===== src/rtl/tristate_bus_arbiter.sv =====
// Round-robin arbiter generating active-low bufif0 enables for a shared tri-state bus,
// with a break-before-make turnaround cycle. Optional hold timeout: define TSBUS_TIMEOUT_EN.
module tristate_bus_arbiter #(
  parameter int N        = 4,
  parameter int MAX_HOLD = 8
) (
  input  logic                 clk,
  input  logic                 reset,
  input  logic [N-1:0]         req,
  output logic [N-1:0]         grant,
  output logic [N-1:0]         oe_n,
  output logic [$clog2(N)-1:0] owner_id,
  output logic                 busy
);

  localparam int IW = $clog2(N);

  typedef enum logic [1:0] {
    ST_IDLE = 2'd0,
    ST_TURN = 2'd1,
    ST_OWN  = 2'd2
  } state_t;

  state_t        state_r;
  state_t        state_nxt_s;
  logic [IW-1:0] last_r;
  logic [IW-1:0] last_nxt_s;
  logic [IW-1:0] winner_s;
  logic [IW-1:0] owner_id_r;
  logic [IW-1:0] owner_nxt_s;
  logic [N-1:0]  grant_r;
  logic [N-1:0]  grant_nxt_s;
  logic [N-1:0]  oe_n_r;
  logic [N-1:0]  oe_n_nxt_s;
  logic          busy_r;
  logic          busy_nxt_s;
  logic          timeout_s;

  // First requester found scanning last+1, last+2, ... modulo N.
  function automatic logic [IW-1:0] rr_pick(input logic [N-1:0] r, input logic [IW-1:0] last);
    logic [IW-1:0] w;
    logic [IW-1:0] idx;
    logic          found;
    w     = last;
    found = 1'b0;
    for (int k = 1; k <= N; k++) begin
      idx = IW'((int'(last) + k) % N);
      if (!found && r[idx]) begin
        w     = idx;
        found = 1'b1;
      end else begin
        w     = w;
      end
    end
    return w;
  endfunction

  assign winner_s = rr_pick(req, last_r);

`ifdef TSBUS_TIMEOUT_EN
  localparam int CW = (MAX_HOLD > 1) ? $clog2(MAX_HOLD) : 1;
  logic [CW-1:0] hold_cnt_r;

  // Hold counter: zero outside OWN, counts driven cycles while owning.
  always_ff @(posedge clk) begin
    if (reset) begin
      hold_cnt_r <= {CW{1'b0}};
    end else if (state_r == ST_OWN) begin
      hold_cnt_r <= hold_cnt_r + CW'(1'b1);
    end else begin
      hold_cnt_r <= {CW{1'b0}};
    end
  end

  assign timeout_s = (state_r == ST_OWN) && (hold_cnt_r == CW'(MAX_HOLD - 1));
`else
  logic unused_max_hold_s;
  assign timeout_s         = 1'b0;
  assign unused_max_hold_s = (MAX_HOLD > 0);
`endif

  // State and registered outputs.
  always_ff @(posedge clk) begin
    if (reset) begin
      state_r    <= ST_IDLE;
      last_r     <= IW'(N - 1);
      grant_r    <= {N{1'b0}};
      oe_n_r     <= {N{1'b1}};
      owner_id_r <= {IW{1'b0}};
      busy_r     <= 1'b0;
    end else begin
      state_r    <= state_nxt_s;
      last_r     <= last_nxt_s;
      grant_r    <= grant_nxt_s;
      oe_n_r     <= oe_n_nxt_s;
      owner_id_r <= owner_nxt_s;
      busy_r     <= busy_nxt_s;
    end
  end

  // Next-state decode; TURN is always a single cycle.
  always_comb begin
    state_nxt_s = ST_IDLE;
    case (state_r)
      ST_IDLE: begin
        if (|req) state_nxt_s = ST_TURN;
        else      state_nxt_s = ST_IDLE;
      end
      ST_TURN: begin
        if (req[owner_id_r]) state_nxt_s = ST_OWN;
        else                 state_nxt_s = ST_IDLE;
      end
      ST_OWN: begin
        if (!req[owner_id_r] || timeout_s) state_nxt_s = ST_IDLE;
        else                               state_nxt_s = ST_OWN;
      end
      default: state_nxt_s = ST_IDLE;
    endcase
  end

  // Output values for the upcoming state; the enable opens only in OWN.
  always_comb begin
    grant_nxt_s = {N{1'b0}};
    oe_n_nxt_s  = {N{1'b1}};
    owner_nxt_s = {IW{1'b0}};
    busy_nxt_s  = 1'b0;
    last_nxt_s  = last_r;
    case (state_nxt_s)
      ST_TURN: begin
        grant_nxt_s = {{(N-1){1'b0}}, 1'b1} << winner_s;
        owner_nxt_s = winner_s;
        busy_nxt_s  = 1'b1;
        last_nxt_s  = winner_s;
      end
      ST_OWN: begin
        grant_nxt_s = grant_r;
        oe_n_nxt_s  = ~grant_r;
        owner_nxt_s = owner_id_r;
        busy_nxt_s  = 1'b1;
      end
      default: begin
        grant_nxt_s = {N{1'b0}};
        oe_n_nxt_s  = {N{1'b1}};
      end
    endcase
  end

  assign grant    = grant_r;
  assign oe_n     = oe_n_r;
  assign owner_id = owner_id_r;
  assign busy     = busy_r;

endmodule


===== config.mk =====
export PLATFORM = sky130hd
export DESIGN_NAME = tristate_bus_arbiter
export DESIGN_NICKNAME = d
export VERILOG_FILES = /design/src/rtl/tristate_bus_arbiter.sv
export SDC_FILE = /design/constraint.sdc
export NUM_CORES = 1
export LEC_CHECK = 0
export CAP_MARGIN = 20
export CORE_MARGIN = 8
export CORE_UTILIZATION = 48
export DETAILED_ROUTE_END_ITERATION = 8
export HOLD_SLACK_MARGIN = 0.08
export PLACE_DENSITY = 0.79
export SYNTH_ARGS = -nofsm -noshare
export SYNTH_HDL_FRONTEND = slang
export SYNTH_SLANG_ARGS = --single-unit

===== constraint.sdc =====
create_clock -name clk -period 4.4 [get_ports clk]
set_input_delay 0.44 -clock clk [delete_from_list [all_inputs] [get_ports clk]]
set_output_delay 0.44 -clock clk [all_outputs]
set_load 0.02 [all_outputs]

==> metrics.txt <==
# TYPE chip_impl_metric gauge
chip_impl_metric{name="period_needed",unit="ns"} 2.27
chip_impl_info{name="path_delay_family",value="simple AND/OR/NAND/NOR gates"} 1
chip_impl_metric{name="cts.clk_slew.worst_paths",unit="ns"} 0.08
chip_impl_metric{name="place.detailed.hpwl",unit="um"} 938
chip_impl_metric{name="transition_time_at_the_pin_with_the_least_slew_margin",unit="ns"} 0.341
chip_impl_metric{name="timing.critical_path.slowest_cell_delay",unit="ns"} 0.51
chip_impl_metric{name="placement.io_buffers",unit=""} 16
chip_impl_info{name="cp_cell_sequence",value="clkdlybuf4s50_1, mux4_2, nand2_1, inv_1, ha_1, nor3b_1, nand2b_1, o21ai_0"} 1
chip_impl_metric{name="synth_seq_area_share",unit="%"} 47.2
chip_impl_metric{name="synthDistinctLibCells",unit=""} 23
chip_impl_metric{name="cp_num_buf_inv",unit=""} 2
chip_impl_metric{name="totalWireLength",unit="mm"} 1.16
chip_impl_metric{name="route.vias.total",unit=""} 533
chip_impl_metric{name="fp.dieH",unit="um"} 52.4
chip_impl_metric{name="p_per_area",unit="mW/mm^2"} 422
chip_impl_metric{name="setup_slack",unit="ns"} 2.13
chip_impl_metric{name="critical_path_required",unit="ns"} 4.61
chip_impl_metric{name="first_global_vias",unit=""} 471
chip_impl_metric{name="finish.net_count",unit=""} 95
chip_impl_info{name="min_path_type",value="register to register"} 1
chip_impl_metric{name="floorplan.die_area",unit="mm^2"} 0.00275
chip_impl_metric{name="setup_tns",unit="ns"} 0
chip_impl_metric{name="layout_worst_path_cycle_share",unit="%"} 51.7
chip_impl_metric{name="ir_worst_vdd",unit="uV"} 209
chip_impl_info{name="setup.worst_path.end_class",value="register"} 1
chip_impl_metric{name="placement.setup.worst_slack",unit="ns"} 1.87
chip_impl_metric{name="hold_buffer_count_at_cts",unit=""} 0
chip_impl_metric{name="antenna_cells",unit=""} 0
chip_impl_metric{name="first_pass_grt_wire_length",unit="mm"} 1.82
chip_impl_metric{name="timing.clock.skew",unit="ns"} 0.00694
chip_impl_metric{name="htree_levels",unit=""} 1
chip_impl_metric{name="synth_cells",unit=""} 66
chip_impl_metric{name="worst-path-max-fanout",unit=""} 6
chip_impl_metric{name="cts_setup_buffers",unit=""} 0
chip_impl_metric{name="start_util",unit="%"} 50.2
chip_impl_metric{name="total_leakage_power",unit="nW"} 0.339
chip_impl_metric{name="grt-ovfl-total",unit=""} 0
chip_impl_metric{name="post_cts_resized",unit=""} 0
chip_impl_metric{name="drv_slew",unit=""} 0
chip_impl_metric{name="synth_area",unit="um^2"} 637
chip_impl_metric{name="cts-root-to-sink-buffers",unit=""} 2
chip_impl_metric{name="postSynthRegisterBits",unit=""} 15
chip_impl_metric{name="grt_use_total",unit="%"} 8.89
chip_impl_metric{name="drtPass1Iterations",unit=""} 4
chip_impl_metric{name="maxClockFrequency",unit="MHz"} 440
chip_impl_metric{name="drtIter0Drc",unit=""} 11
chip_impl_metric{name="detail_route.drc_violations",unit=""} 0
chip_impl_metric{name="dp_cells",unit=""} 95
chip_impl_info{name="critPathSlowestCell",value="sky130_fd_sc_hd__mux4_2"} 1
chip_impl_metric{name="drv.max_cap_violation_count",unit=""} 0
chip_impl_metric{name="synth_fp_nets",unit=""} 76
chip_impl_metric{name="worst_skew_pair.late_latency",unit="ns"} 0.28
chip_impl_metric{name="dieWidth",unit="um"} 52.4
chip_impl_metric{name="grt_max_degree",unit=""} 9
chip_impl_metric{name="postLayoutCoreUtil",unit="%"} 65.1
chip_impl_info{name="critical_path.startpoint_type",value="primary input"} 1
chip_impl_info{name="critical_path_class",value="primary input to register"} 1
chip_impl_info{name="cts_tree",value="built"} 1
chip_impl_metric{name="antenna_found_initial",unit=""} 0
chip_impl_metric{name="finalSetupViolations",unit=""} 0
chip_impl_metric{name="gp_congestion",unit=""} 0.805
chip_impl_metric{name="fin_cells",unit=""} 99
chip_impl_metric{name="layout-drive-gt1-share",unit="%"} 8.33
chip_impl_metric{name="cts.sink_count",unit=""} 15
chip_impl_info{name="result_of_the_run",value="complete, no violations"} 1
chip_impl_metric{name="route.detailed.wl_per_inst",unit="um"} 11.7
chip_impl_metric{name="timing.critical_path.arrival",unit="ns"} 2.48
chip_impl_metric{name="average_cell_area_after_synthesis",unit="um^2"} 9.65
chip_impl_metric{name="maxSlewHeadroom",unit="%"} 77.2
chip_impl_info{name="cts_root_buffer",value="sky130_fd_sc_hd__clkbuf_4"} 1
chip_impl_metric{name="avgViaCountPerCell",unit=""} 5.38
chip_impl_metric{name="ys_warn_count",unit=""} 0
chip_impl_metric{name="hold_violations",unit=""} 0
chip_impl_metric{name="cts_inserted_buffers",unit=""} 3
chip_impl_metric{name="std_cell_rows",unit=""} 13
chip_impl_metric{name="io_pins",unit=""} 17
chip_impl_metric{name="design.core.area",unit="mm^2"} 0.00127
chip_impl_metric{name="flow.area_growth_from_synthesis",unit="%"} 29.7
chip_impl_metric{name="postRouteAntennaNets",unit=""} 0
chip_impl_info{name="rsz0062_at_grt",value="no"} 1
metrics by stage:
| stage | total power [mW] | hold WS (ns) | area, um^2 |
|---|---|---|---|
| 2_1_floorplan | 0.243 | 0.469 | 637 |
| 3_3_place_gp | 0.277 | 0.381 | 800 |
| 3_5_place_dp | 0.277 | 0.388 | 800 |
| 4_1_cts | 0.351 | 0.399 | 826 |
| 5_1_grt | 0.368 | 0.418 | 826 |
| 6_report | 0.348 | 0.398 | 826 |
per-layer routing:
metal / up-vias / global-route usage, % / share of wire [%]
li1: 263 / - / -
met1: 238 / 9.72 / 42
met4: 0 / 9.05 / 4.9
met5: - / 0 / 0
met2: 26 / 13.2 / 42
met3: 6 / 2.27 / 11
synthesized netlist by cell type:
cell type                   n  area (um^2)
sky130_fd_sc_hd__nor3b_1    2         15.0
sky130_fd_sc_hd__a21oi_1    2         10.0
sky130_fd_sc_hd__mux2i_1    2         20.0
sky130_fd_sc_hd__or3_4      1         11.3
sky130_fd_sc_hd__nand3b_1   3         22.5
sky130_fd_sc_hd__clkbuf_2   1         5.00
sky130_fd_sc_hd__a21o_2     1         8.76
sky130_fd_sc_hd__o21ai_0    2         10.0
sky130_fd_sc_hd__inv_1      5         18.8
sky130_fd_sc_hd__dfxtp_1   15          300
sky130_fd_sc_hd__o21ai_1    2         10.0
sky130_fd_sc_hd__mux4_2     1         22.5
sky130_fd_sc_hd__nand2b_1   2         12.5
sky130_fd_sc_hd__a32o_1     1         10.0
sky130_fd_sc_hd__nand2_1    9         33.8
sky130_fd_sc_hd__nor2b_1    1         6.26
sky130_fd_sc_hd__or4_1      1         7.51
sky130_fd_sc_hd__nor2_1     4         15.0
sky130_fd_sc_hd__or2b_2     1         8.76
sky130_fd_sc_hd__buf_6      1         11.3
sky130_fd_sc_hd__nor3_1     3         15.0
sky130_fd_sc_hd__ha_1       4         50.1
sky130_fd_sc_hd__a31oi_1    2         12.5
registers in the layout, summed over array words and instances, names as in the netlist:
signal,flops
state_r,2
owner_id,2
last_r,2
busy,1
oe_n,4
grant,4
power by group:
group / total, mW / switching (mW) / internal, mW / leakage, nW
Clock: 0.0748 / 0.0396 / 0.0352 / 0.0150
Sequential: 0.167 / 0.0143 / 0.153 / 0.123
Combinational: 0.106 / 0.0525 / 0.0534 / 0.201
Total: 0.348 / 0.106 / 0.242 / 0.339
cell type report:
| type | count | area [um^2] |
|---|---|---|
| clock buffer | 4 | 26.3 |
| fill | 108 | 443 |
| inverter | 5 | 18.8 |
| multi-input combinational | 44 | 302 |
| sequential | 15 | 300 |
| tap | 15 | 18.8 |
| timing repair buffer | 16 | 160 |
path summary, 6_finish.rpt:
path         depth (start not counted)  slack (ns)                    end                      from
min reg2reg                          1        0.40     oe_n[2]$_SDFF_PP1_     grant[2]$_SDFFE_PP0P_
max                                  8        2.13  grant[1]$_SDFFE_PP0P_                    req[3]
min                                  1        0.40     oe_n[2]$_SDFF_PP1_     grant[2]$_SDFFE_PP0P_
max reg2reg                          7        2.39  grant[1]$_SDFFE_PP0P_  owner_id[1]$_SDFFE_PP0P_
worst register-to-register path, stage by stage (launching register included):
cell and delay [ns]:
sky130_fd_sc_hd__dfxtp_1 0.38, sky130_fd_sc_hd__mux4_2 0.52, sky130_fd_sc_hd__nand2_1 0.14, sky130_fd_sc_hd__inv_1 0.06, sky130_fd_sc_hd__ha_1 0.23, sky130_fd_sc_hd__nor3b_1 0.34, sky130_fd_sc_hd__nand2b_1 0.13, sky130_fd_sc_hd__o21ai_0 0.15
layout by cell type (no fill, tap or decap):
cell type / synthesis / final
sky130_fd_sc_hd__clkdlybuf4s50_1: 0 / 16
sky130_fd_sc_hd__dfxtp_1: 15 / 15
sky130_fd_sc_hd__nand2_1: 9 / 9
sky130_fd_sc_hd__inv_1: 5 / 5
sky130_fd_sc_hd__nor2_1: 4 / 4
sky130_fd_sc_hd__ha_1: 4 / 4
sky130_fd_sc_hd__nand3b_1: 3 / 3
sky130_fd_sc_hd__nor3_1: 3 / 3
sky130_fd_sc_hd__clkbuf_4: 0 / 3
sky130_fd_sc_hd__nor3b_1: 2 / 2
sky130_fd_sc_hd__mux2i_1: 2 / 2
sky130_fd_sc_hd__a21oi_1: 2 / 2
sky130_fd_sc_hd__nand2b_1: 2 / 2
sky130_fd_sc_hd__a31oi_1: 2 / 2
sky130_fd_sc_hd__o21ai_1: 2 / 2
sky130_fd_sc_hd__o21ai_0: 2 / 2
sky130_fd_sc_hd__mux4_2: 1 / 1
sky130_fd_sc_hd__or4_1: 1 / 1
sky130_fd_sc_hd__or2b_2: 1 / 1
sky130_fd_sc_hd__or3_4: 1 / 1
sky130_fd_sc_hd__a32o_1: 1 / 1
sky130_fd_sc_hd__a21o_2: 1 / 1
sky130_fd_sc_hd__nor2b_1: 1 / 1
sky130_fd_sc_hd__clkbuf_1: 0 / 1
kinds of logic (layout without fill, tap and decap cells):
family                     count (synthesis)  count (layout)  synth area share [%]
and+or+nand+nor                           27              27                  23.2
AOI/OAI and AO/OA                         10              10                  9.63
DFF                                       15              15                  47.2
adders and majority gates                  4               4                  7.86
muxes                                      3               3                  6.68
buffers and inverters                      7              25                  5.50
Power figures use the tool's default switching activity.
